--- src/rtl/kevin_scan_if.sv ---
// kevin_scan_if: minterm stream port of the truth-table scanner.
//   m_valid  minterm code is valid
//   m_code   minterm code, N bits, ascending order within a scan
//   m_ready  consumer accepts m_code when m_valid && m_ready at a rising edge
// The master modport is the scanner side and the slave modport is the consumer side.
interface kevin_scan_if #(
  parameter int N = 4
);
  logic         m_valid;
  logic [N-1:0] m_code;
  logic         m_ready;

  modport master (output m_valid, output m_code, input m_ready);
  modport slave  (input m_valid, input m_code, output m_ready);
endinterface

--- src/rtl/kevin_scan.sv ---
// kevin_scan: sequential truth-table scanner for 4-input, 1-output functions.
// It drives every code onto the function under test, samples the response at
// the end of each settle window, builds the 2**N-entry truth table, and then
// streams the minterm codes out through the m interface.
//
// Ports:
//   clk    rising-edge clock
//   rst    synchronous, active-high reset
//   start  begin a scan (accepted only in IDLE)
//   probe  code driven to the function under test
//   resp   function output, sampled at settle-end edges only
//   busy   scan in progress (SWEEP or EMIT)
//   done   one-cycle completion pulse
//   mask   captured truth table, bit i = response for code i
//   ones   number of 1s in mask
//   match  mask == EXPECTED, valid from done until the next start
//   m      minterm stream (master side)
//
// state | meaning
// IDLE  | waiting for start; mask/ones/match hold the last results
// SWEEP | probe = code, sample resp after SETTLE cycles, step through all codes
// EMIT  | walk the table; offer each set entry as a minterm code
// DONE  | one-cycle done pulse, match registered
module kevin_scan #(
  parameter int              N        = 4,
  parameter int              SETTLE   = 2,
  parameter logic [2**N-1:0] EXPECTED = 16'h56E2
) (
  input  logic            clk,
  input  logic            rst,
  input  logic            start,
  output logic [N-1:0]    probe,
  input  logic            resp,
  output logic            busy,
  output logic            done,
  output logic [2**N-1:0] mask,
  output logic [N:0]      ones,
  output logic            match,
  kevin_scan_if.master    m
);

  typedef enum logic [1:0] {IDLE, SWEEP, EMIT, DONE} state_t;

  localparam logic [N-1:0] LAST    = '1;
  localparam logic [3:0]   CNT_END = 4'(SETTLE - 1);

  state_t          state, state_n;
  // code doubles as the probe code in SWEEP and the table index in EMIT
  logic [N-1:0]    code, code_n;
  logic [3:0]      cnt, cnt_n;
  logic [2**N-1:0] mask_n;
  logic [N:0]      ones_n;
  logic            match_n;

  always_ff @(posedge clk) begin
    if (rst) begin
      state <= IDLE;
      code  <= '0;
      cnt   <= '0;
      mask  <= '0;
      ones  <= '0;
      match <= 1'b0;
    end else begin
      state <= state_n;
      code  <= code_n;
      cnt   <= cnt_n;
      mask  <= mask_n;
      ones  <= ones_n;
      match <= match_n;
    end
  end

  always_comb begin
    state_n = state;
    code_n  = code;
    cnt_n   = cnt;
    mask_n  = mask;
    ones_n  = ones;
    match_n = match;
    case (state)
      IDLE: begin
        if (start) begin
          state_n = SWEEP;
          code_n  = '0;
          cnt_n   = '0;
          mask_n  = '0;
          ones_n  = '0;
          match_n = 1'b0;
        end
      end
      SWEEP: begin
        if (cnt == CNT_END) begin
          cnt_n        = '0;
          mask_n[code] = resp;
          ones_n       = ones + {{N{1'b0}}, resp};
          if (code == LAST) begin
            state_n = EMIT;
            code_n  = '0;
          end else begin
            code_n = code + 1'b1;
          end
        end else begin
          cnt_n = cnt + 4'd1;
        end
      end
      EMIT: begin
        // Zero entries take one cycle; set entries wait for the handshake.
        if (!mask[code] || m.m_ready) begin
          if (code == LAST) begin
            state_n = DONE;
            match_n = (mask == EXPECTED);
          end else begin
            code_n = code + 1'b1;
          end
        end
      end
      DONE: state_n = IDLE;
      default: state_n = IDLE;
    endcase
  end

  assign probe     = (state == SWEEP) ? code : '0;
  assign busy      = (state == SWEEP) || (state == EMIT);
  assign done      = (state == DONE);
  assign m.m_valid = (state == EMIT) && mask[code];
  assign m.m_code  = (state == EMIT) ? code : '0;

endmodule

--- src/flat_wrapper.sv ---
// flat-port wrapper written by rule: the top's interface ports become plain ports
module kevin_scan_flat 
#(
  parameter int              N        = 4,
  parameter int              SETTLE   = 2,
  parameter logic [2**N-1:0] EXPECTED = 16'h56E2
)
  (clk, rst, start, probe, resp, busy, done, mask, ones, match, m_m_valid, m_m_code, m_m_ready);
  kevin_scan_if #(.N(N)) m_i ();
  input  logic clk;
  input  logic rst;
  input  logic start;
  output logic [N-1:0] probe;
  input  logic resp;
  output logic busy;
  output logic done;
  output logic [2**N-1:0] mask;
  output logic [N:0] ones;
  output logic match;
  output wire logic [$bits(m_i.m_valid)-1:0] m_m_valid;
  output wire logic [$bits(m_i.m_code)-1:0] m_m_code;
  input wire logic [$bits(m_i.m_ready)-1:0] m_m_ready;
  assign m_m_valid = m_i.m_valid;
  assign m_m_code = m_i.m_code;
  assign m_i.m_ready = m_m_ready;
  kevin_scan #(.N(N), .SETTLE(SETTLE), .EXPECTED(EXPECTED)) u_core (.clk(clk), .rst(rst), .start(start), .probe(probe), .resp(resp), .busy(busy), .done(done), .mask(mask), .ones(ones), .match(match), .m(m_i));
endmodule
--- config.mk ---
export PLATFORM = sky130hd
export DESIGN_NAME = kevin_scan_flat
export DESIGN_NICKNAME = d
export VERILOG_FILES = /design/src/rtl/kevin_scan_if.sv /design/src/rtl/kevin_scan.sv /design/src/flat_wrapper.sv
export SDC_FILE = /design/constraint.sdc
export NUM_CORES = 1
export LEC_CHECK = 0
export ABC_AREA = 1
export BUFFER_PORTS_ARGS = -buffer_cell sky130_fd_sc_hd__buf_2
export CAP_MARGIN = 40
export CORE_ASPECT_RATIO = 0.5
export CORE_MARGIN = 2
export CORE_UTILIZATION = 62
export CTS_BUF_LIST = sky130_fd_sc_hd__clkbuf_4
export CTS_CLUSTER_DIAMETER = 150
export DETAILED_ROUTE_END_ITERATION = 6
export PLACE_DENSITY_LB_ADDON = 0.25
export SKIP_CTS_REPAIR_TIMING = 1
export SYNTH_ARGS = -nofsm -noshare
export SYNTH_HDL_FRONTEND = slang
export SYNTH_SLANG_ARGS = --single-unit
--- constraint.sdc ---
create_clock -name clk -period 3.9 [get_ports clk]
set_input_delay 1.17 -clock clk [delete_from_list [all_inputs] [get_ports clk]]
set_output_delay 1.17 -clock clk [all_outputs]
set_load 0.02 [all_outputs]
==> results.md, run 1 <==
- Netlist cell types: 32
- Via count: 2048
- Synth Area per Inst: 7.17 µm²
- Total clock buffers created by CTS: 5
- Max-Cap Viols: 0
- Max_slew headroom: 57.2%
- Hold Crit Class: reg2reg
- Die Ht: 45.2 µm
- Met2 Use GR: 42.2%
- Mapped Area: 2100 µm²
- Clock slew at reported path FFs: 0.10 ns
- Port-buffer cells: 37
- Critical Path AT: 1.93 ns
- Synth Register Bits: 32
- Share of cells above drive strength 1: 19.9%
- Status: completed
- Critical path required time: 2.73 ns
- Cell taking the most area after synthesis: dfxtp_1
- Vias in the first global route: 1771
- Area of the multi-input gates: 1180 µm²
- First-pass DRT Iterations: 4
- Synth area leaders: dfxtp_1 (30%), nand2_1 (12%), inv_1 (8.8%)
- Core area: 3120 µm²
- First-pass GRT wire length: 7860 µm
- GRT busiest layer: met2
- Switching Share: 50.8%
- Met1 GRT Util: 33.9%
- Psw: 692 µW
- Adder-cell share of the synthesized area: 7.14%
- Total negative slack: 0 ns
- Remaining DRCs: 0
- Initial antenna violation count: 0
- Die X-Extent: 86.3 µm
- Final hold vios: 0
- Die footprint: 3900 µm²
- Area Growth Syn to Fin: 9.94%
- Mux contribution to synthesized area: 0%
- Combinational group share of total power: 57.6%
- Period utilization: 79.5%
- Crit path capture type: primary output
- Total Power: 1.36 mW
- Seq/Total Area, Yosys: 30.5%
- Synth warn: 0
- Unrepaired setup endpoints after global routing: no
- Starting DRT DRC Count: 113
- Least-Margin Pin Slew: 0.642 ns
- P_int: 671 µW
- Most frequent cells in the layout: nand2_1 (68), inv_1 (49), buf_2 (37)
- Root buffer cell: clkbuf_4
- Largest net degree at the start of global routing: 21
- Share of the synthesized area in the top cell type: 30.5%
- Hpwl dp: 3520 µm
- Syn nets: 310
- Maximum fanout along the worst path: 16
- Simple-Gate Fraction of Synth Area: 32.2%
- Leak Pwr: 1.15 nW
- Sink Count: 32
- Reg area: 641 µm²
- H-tree depth: 2
- GRT Total Usage: 25.8%
- Starting Density: 67.4%
- Layout Nets: 343
- Rows: 14
- Setup Skew: 0.00821 ns
- Xor-xnor portion of the synthesized cell area: 1.25%
- Crit start category: register
- Routed vias/inst: 5.60
- Complex-gate fraction of the synthesized area: 15.4%
- Clk buf depth: 2
- Wire per inst: 13.0 µm
- # IOs: 38
- FMAX: 323 MHz
- Clk Latency, worst-skew pair: 0.34 ns
- Total gr overflow: 0
- RePlAce Congestion: 0.855
- # fillers: 260
- Final setup vio count: 0
- Final Critical Period: 3.10 ns
- Pwr dens: 590 nW/µm²
- Commonest non-fill, non-tap cell in the layout: nand2_1
- Largest family of logic cells by synthesized area: simple AND/OR/NAND/NOR gates
- Post-Syn Instances: 293
- Seq pwr share: 29.2%
- CTS tree: yes
- Worst VDD drop: 0.000576 V
- Antenna Nets Post-Route: 0
- Total wire length: 4760 µm
- Kind of critical path: reg2out
- Fin. max-slew vios: 0
- GR Util met3: 6.40%
- Power share of the clock group: 13.2%
- ANT cells: 0
[flip-flops by register name, summed over array words and instances, names as in the netlist]
name and cells:
u_core.match 1, u_core.state 2, u_core.mask 16, u_core.code 4, u_core.ones 5, u_core.cnt 4
[power groups by stage]
stage / Clock [mW] / Combinational (mW) / Sequential (mW)
after global routing: 0.195 / 0.868 / 0.402
final: 0.180 / 0.785 / 0.397
after CTS: 0.181 / 0.781 / 0.397
after global placement: 0 / 0.761 / 0.403
after floorplan: 0 / 0.671 / 0.409
after detailed placement: 0 / 0.777 / 0.405
[logic make-up (layout without fill, tap and decap cells)]
family          after synthesis  in the layout
flops                        32             32
fa+ha+maj                    12             12
compound gates               46             46
buf+inv                      67            100
xor+xnor                      3              3
simple gates                133            133
[cell type report]
cell class / instances / area share, %
clock buffers: 5 / 1.62
clock inverters: 2 / 0.325
inverters: 56 / 9.20
multi-input cells: 194 / 50.9
flip-flops and latches: 32 / 27.7
well taps: 40 / 2.17
repair buffers: 37 / 8.01
[final timing paths]
kind,startpoint,slack (ns),end,cells past startpoint
setup / recovery,u_core.code[0],0.80,m_m_valid,9
setup reg to reg,u_core.state[0],1.69,u_core.mask[12],10
hold / removal,u_core.mask[7],0.49,u_core.mask[7],2
hold reg to reg,u_core.mask[7],0.49,u_core.mask[7],2
[stage by stage]
step	instances	hold slack (ns)	utilization [%]	setup slack, ns	instance area, µm²
finish	366	0.485	74.1	0.800	2310
global route	366	0.508	74.1	0.665	2310
CTS	366	0.486	74.1	0.813	2310
detailed placement	359	0.471	72.7	1.18	2270
global placement	359	0.467	72.7	1.21	2270
floorplan	293	0.482	-	1.48	2100
[synthesized netlist by cell type]
cell type	number
o22ai_1	12
o21ai_2	1
a21oi_1	13
inv_2	6
o311a_1	12
buf_4	1
or2_2	2
nor2_1	18
nor4_1	2
nand2_1	68
a21o_1	1
nand2_4	3
nand3_2	1
nor4_4	1
inv_4	1
inv_1	49
ha_1	12
nor3_1	4
a211oi_2	1
xor2_1	2
buf_2	3
clkbuf_1	4
xnor2_1	1
nand3_4	2
nor2_4	4
o21ai_0	4
nand3_1	19
nor3b_4	1
dfxtp_1	32
buf_6	3
nand4_1	8
o211ai_1	2
[metal layers]
layer / vias up / wire length (µm)
met3: 8 / 316
met1: 936 / 2230
met5: - / 0
met2: 79 / 2170
met4: 0 / 49
li1: 1025 / -
[critical path: stages (launching register included)]
cell and delay [ns]:
dfxtp_1 0.68, inv_2 0.18, nand2_1 0.11, nand3_1 0.07
nand2_1 0.08, nand2_1 0.04, nand2_1 0.07, inv_2 0.05
a21oi_1 0.13, buf_2 0.17
No activity file was read; power rests on OpenSTA's default activity.
==> run 2: changes to the inputs <==
--- a/config.mk
+++ b/config.mk
@@ -5,12 +5,12 @@
 export SDC_FILE = /design/constraint.sdc
 export NUM_CORES = 1
 export LEC_CHECK = 0
-export ABC_AREA = 1
+export ABC_AREA = 0
 export BUFFER_PORTS_ARGS = -buffer_cell sky130_fd_sc_hd__buf_2
 export CAP_MARGIN = 40
 export CORE_ASPECT_RATIO = 0.5
 export CORE_MARGIN = 2
-export CORE_UTILIZATION = 62
+export CORE_UTILIZATION = 58
 export CTS_BUF_LIST = sky130_fd_sc_hd__clkbuf_4
 export CTS_CLUSTER_DIAMETER = 150
 export DETAILED_ROUTE_END_ITERATION = 6
==> constraint.sdc (replaced) <==
create_clock -name clk -period 3.1 [get_ports clk]
set_input_delay 0.93 -clock clk [delete_from_list [all_inputs] [get_ports clk]]
set_output_delay 0.93 -clock clk [all_outputs]
set_load 0.02 [all_outputs]
==> results.md, run 2 <==
- Status: completed (unchanged)
- Final setup vio count: 0 (unchanged)
- Die X-Extent: 90.8 µm (was 86.3 µm)
- Fin. max-slew vios: 0 (unchanged)
- FF-to-FF path depth: 6 (was 10)
- Combinational group share of total power: 43.8% (was 57.6%)
- Critical path required time: 2.17 ns (was 2.73 ns)
- Vias in the first global route: 1747 (was 1771)
- Starting DRT DRC Count: 187 (was 113)
- CTS tree: yes (unchanged)
- Crit path capture type: primary output (unchanged)
- Synth Flop Type: dfxtp_1 (unchanged)
- Clk buf depth: 2 (unchanged)
- Core area: 3530 µm² (was 3120 µm²)
- Synth Register Bits: 32 (unchanged)
- Final hold vios: 0 (unchanged)
- Initial antenna violation count: 0 (unchanged)
- Largest net degree at the start of global routing: 41 (was 21)
- Worst VDD drop: 0.000237 V (was 0.000576 V)
- Maximum fanout along the worst path: 8 (was 16)
- CP max-delay cell: dfxtp_1 (unchanged)
- Die Ht: 47.4 µm (was 45.2 µm)
- Non-Filler Instances: 334 (was 366)
- Total clock buffers created by CTS: 5 (unchanged)
- Layout Nets: 299 (was 343)
- Rows: 15 (was 14)
- # IOs: 38 (unchanged)
- Top flop regs: u_core.mask (16), u_core.ones (5) (unchanged)
- EDFF count, synth: 0 (unchanged)
- Leak Pwr: 0.928 nW (was 1.15 nW)
- Hold path startpoint: u_core.ones[0] (was u_core.mask[7])
- Via count: 2044 (was 2048)
- Hold Crit Class: reg2reg (unchanged)
- Hpwl dp: 3910 µm (was 3520 µm)
- Remaining DRCs: 0 (unchanged)
- Max_slew headroom: 57.3% (was 57.2%)
- Syn nets: 270 (was 310)
- Period utilization: 93.6%
- Power share of the clock group: 19.3% (was 13.2%)
- Starting Density: 62.0% (was 67.4%)
- Setup Skew: 0.0148 ns (was 0.00821 ns)
- RR Endpoint: u_core.mask[13] (was u_core.mask[12])
- ANT cells: 0 (unchanged)
- Met2 Use GR: 40.4% (was 42.2%)
- Max reg flops: 16 (unchanged)
- Total gr overflow: 0 (unchanged)
- Largest Register: u_core.mask (unchanged)
- First-pass GRT wire length: 8670 µm (was 7860 µm)
- Root buffer cell: clkbuf_4 (unchanged)
- Cell Chain, Critical Path: buf_4 > mux2_1 > o2bb2ai_2 > nor2_1 > a21oi_1 > nor2_1 > buf_2 (was inv_2 > nand2_1 > nand3_1 > nand2_1 > nand2_1 > nand2_1 > inv_2 > a21oi_1 > buf_2)
- Synth area leaders: dfxtp_1 (29%), ha_1 (6.9%), a21oi_1 (5.7%) (was dfxtp_1 (30%), nand2_1 (12%), inv_1 (8.8%))
- Sink Count: 32 (unchanged)
- Switching Share: 44.5% (was 50.8%)
- Met1 GRT Util: 37.3% (was 33.9%)
- Area Growth Syn to Fin: 10.6% (was 9.94%)
- Mapped Area: 2190 µm² (was 2100 µm²)
- Hold depth: 2 (unchanged)
- Share of cells above drive strength 1: 25.8% (was 19.9%)
- Die footprint: 4310 µm² (was 3900 µm²)
- Commonest cells post-synth: dfxtp_1 (32), a21oi_1 (25), nand4_1 (15), nor2_1 (15), nand2_1 (14) (was nand2_1 (68), inv_1 (49), dfxtp_1 (32))
- Seq pwr share: 36.8% (was 29.2%)
- Share of the synthesized area in the top cell type: 29.3% (was 30.5%)
- GR Util met3: 6.46% (was 6.40%)
- FMAX: 345 MHz
- Hold slack: 0.500 ns (was 0.485 ns)
- Post-route design area: 2420 µm² (was 2310 µm²)
- Kind of critical path: reg2out (unchanged)
- Most frequent cell after synthesis: dfxtp_1 (was nand2_1)
- Most frequent cells in the layout: buf_2 (37), dfxtp_1 (32), a21oi_1 (25) (was nand2_1 (68), inv_1 (49), buf_2 (37))
- Unrepaired setup endpoints after global routing: no (unchanged)
- Hold EP: u_core.ones[0] (was u_core.mask[7])
- Netlist cell types: 57 (was 32)
- Commonest non-fill, non-tap cell in the layout: buf_2 (was nand2_1)
- Psw: 548 µW (was 692 µW)
- Pwr dens: 509 nW/µm² (was 590 nW/µm²)
- Port-buffer cells: 37 (unchanged)
- Max-Cap Viols: 0 (unchanged)
- Synth Area per Inst: 8.64 µm² (was 7.17 µm²)
- Fin util: 68.5% (was 74.1%)
- Crit start category: register (unchanged)
- CP max stage delay: 0.44 ns (was 0.68 ns)
- GRT busiest layer: met2 (unchanged)
- Reg2reg setup slack: 0.61 ns (was 1.69 ns)
- Least-Margin Pin Slew: 0.640 ns (was 0.642 ns)
- Final Critical Period: 2.90 ns
- Placement Setup Slack: 0.582 ns (was 1.18 ns)
- Critical path's most frequent cell: nor2_1 (was nand2_1)
- Critical Path AT: 1.97 ns (was 1.93 ns)
- GRT Total Usage: 26.6% (was 25.8%)
- Cell taking the most area after synthesis: dfxtp_1 (unchanged)
- Synth warn: 0 (unchanged)
- Antenna Nets Post-Route: 0 (unchanged)
- Clk Latency, worst-skew pair: 0.36 ns (was 0.34 ns)
- Total negative slack: 0 ns (unchanged)
- First-pass DRT Iterations: 5 (was 4)
- Placed cell areas: 2370 µm² (was 2270 µm²)
- Clock slew at reported path FFs: 0.10 ns (about the same)
- Async set-reset flop share out of synthesis: 0% (unchanged)
- Routed vias/inst: 6.12 (was 5.60)
- H-tree depth: 2 (unchanged)
- FF-to-FF Start: u_core.cnt[0] (was u_core.state[0])
- P_int: 682 µW (was 671 µW)
- Post-Place Cells: 326 (was 359)
- Wire per inst: 16.2 µm (was 13.0 µm)
- RePlAce Congestion: 0.995 (was 0.855)
- Total wire length: 5420 µm (was 4760 µm)
- Seq/Total Area, Yosys: 29.3% (was 30.5%)
- Final setup margin: 0.199 ns (was 0.800 ns)
- Total Power: 1.23 mW (was 1.36 mW)
- Post-Syn Instances: 253 (was 293)
-- run 2: changes by cell type after synthesis, moves of 8 or more --
| cell | previous run | this run |
|---|---|---|
| nand3_1 | 19 | 11 |
| inv_1 | 49 | 6 |
| o211ai_1 | 2 | 11 |
| o22ai_1 | 12 | 0 |
| nand2b_1 | 0 | 10 |
| a21oi_1 | 13 | 25 |
| nand2_1 | 68 | 14 |
| o311a_1 | 12 | 0 |
-- run 2: area by class of cell --
| cell class | instances | area, µm² |
|---|---|---|
| fill | 315 | 1110 |
| timing repair buffer | 41 | 215 |
| multi-input combinational | 196 | 1420 |
| inverter | 6 | 22.5 |
| clock inverter | 3 | 13.8 |
| sequential | 32 | 641 |
| clock buffer | 5 | 37.5 |
| tap | 51 | 63.8 |
-- run 2: layer usage --
metal	vias up	share of wire, %
li1	1006	-
met1	950	47
met2	76	42
met3	12	8.6
met4	0	1.8
met5	-	0
-- run 2: logic make-up after synthesis --
kind of cell	synth area share (%)
AO/OA/AOI/OAI	19.2
XOR/XNOR	1.20
adder cells (fa/ha/maj)	6.87
buffers and inverters	5.55
flip-flops	29.3
multiplexers	7.38
AND/OR/NAND/NOR	30.5
-- run 2: how the worst max path moves through the flow --
stage / start / endpoint / slack [ns] / depth (start not counted)
final: u_core.code[1] / m_m_valid / 0.20 / 7
after global routing: u_core.code[1] / m_m_valid / 0.03 / 7
after detailed placement: start / u_core.mask[13] / 0.58 / 6
after CTS: u_core.code[1] / m_m_valid / 0.19 / 7
after floorplan: u_core.code[1] / m_m_valid / 0.72 / 6
after global placement: u_core.code[1] / m_m_valid / 0.61 / 7
-- run 2: power groups by stage --
stage               Combinational, mW  Clock [mW]  Sequential, mW
finish                          0.539       0.238           0.453
global route                    0.583       0.261           0.458
CTS                             0.529       0.243           0.453
detailed placement              0.527           0           0.463
global placement                0.512           0           0.460
floorplan                       0.437           0           0.460
-- run 2: worst max-delay path, delay by kind of cell (launching register included) --
family / cells / cell delay (ns)
mux: 1 / 0.34
buf+inv: 2 / 0.37
flops: 1 / 0.44
compound gates: 2 / 0.35
simple gates: 2 / 0.12
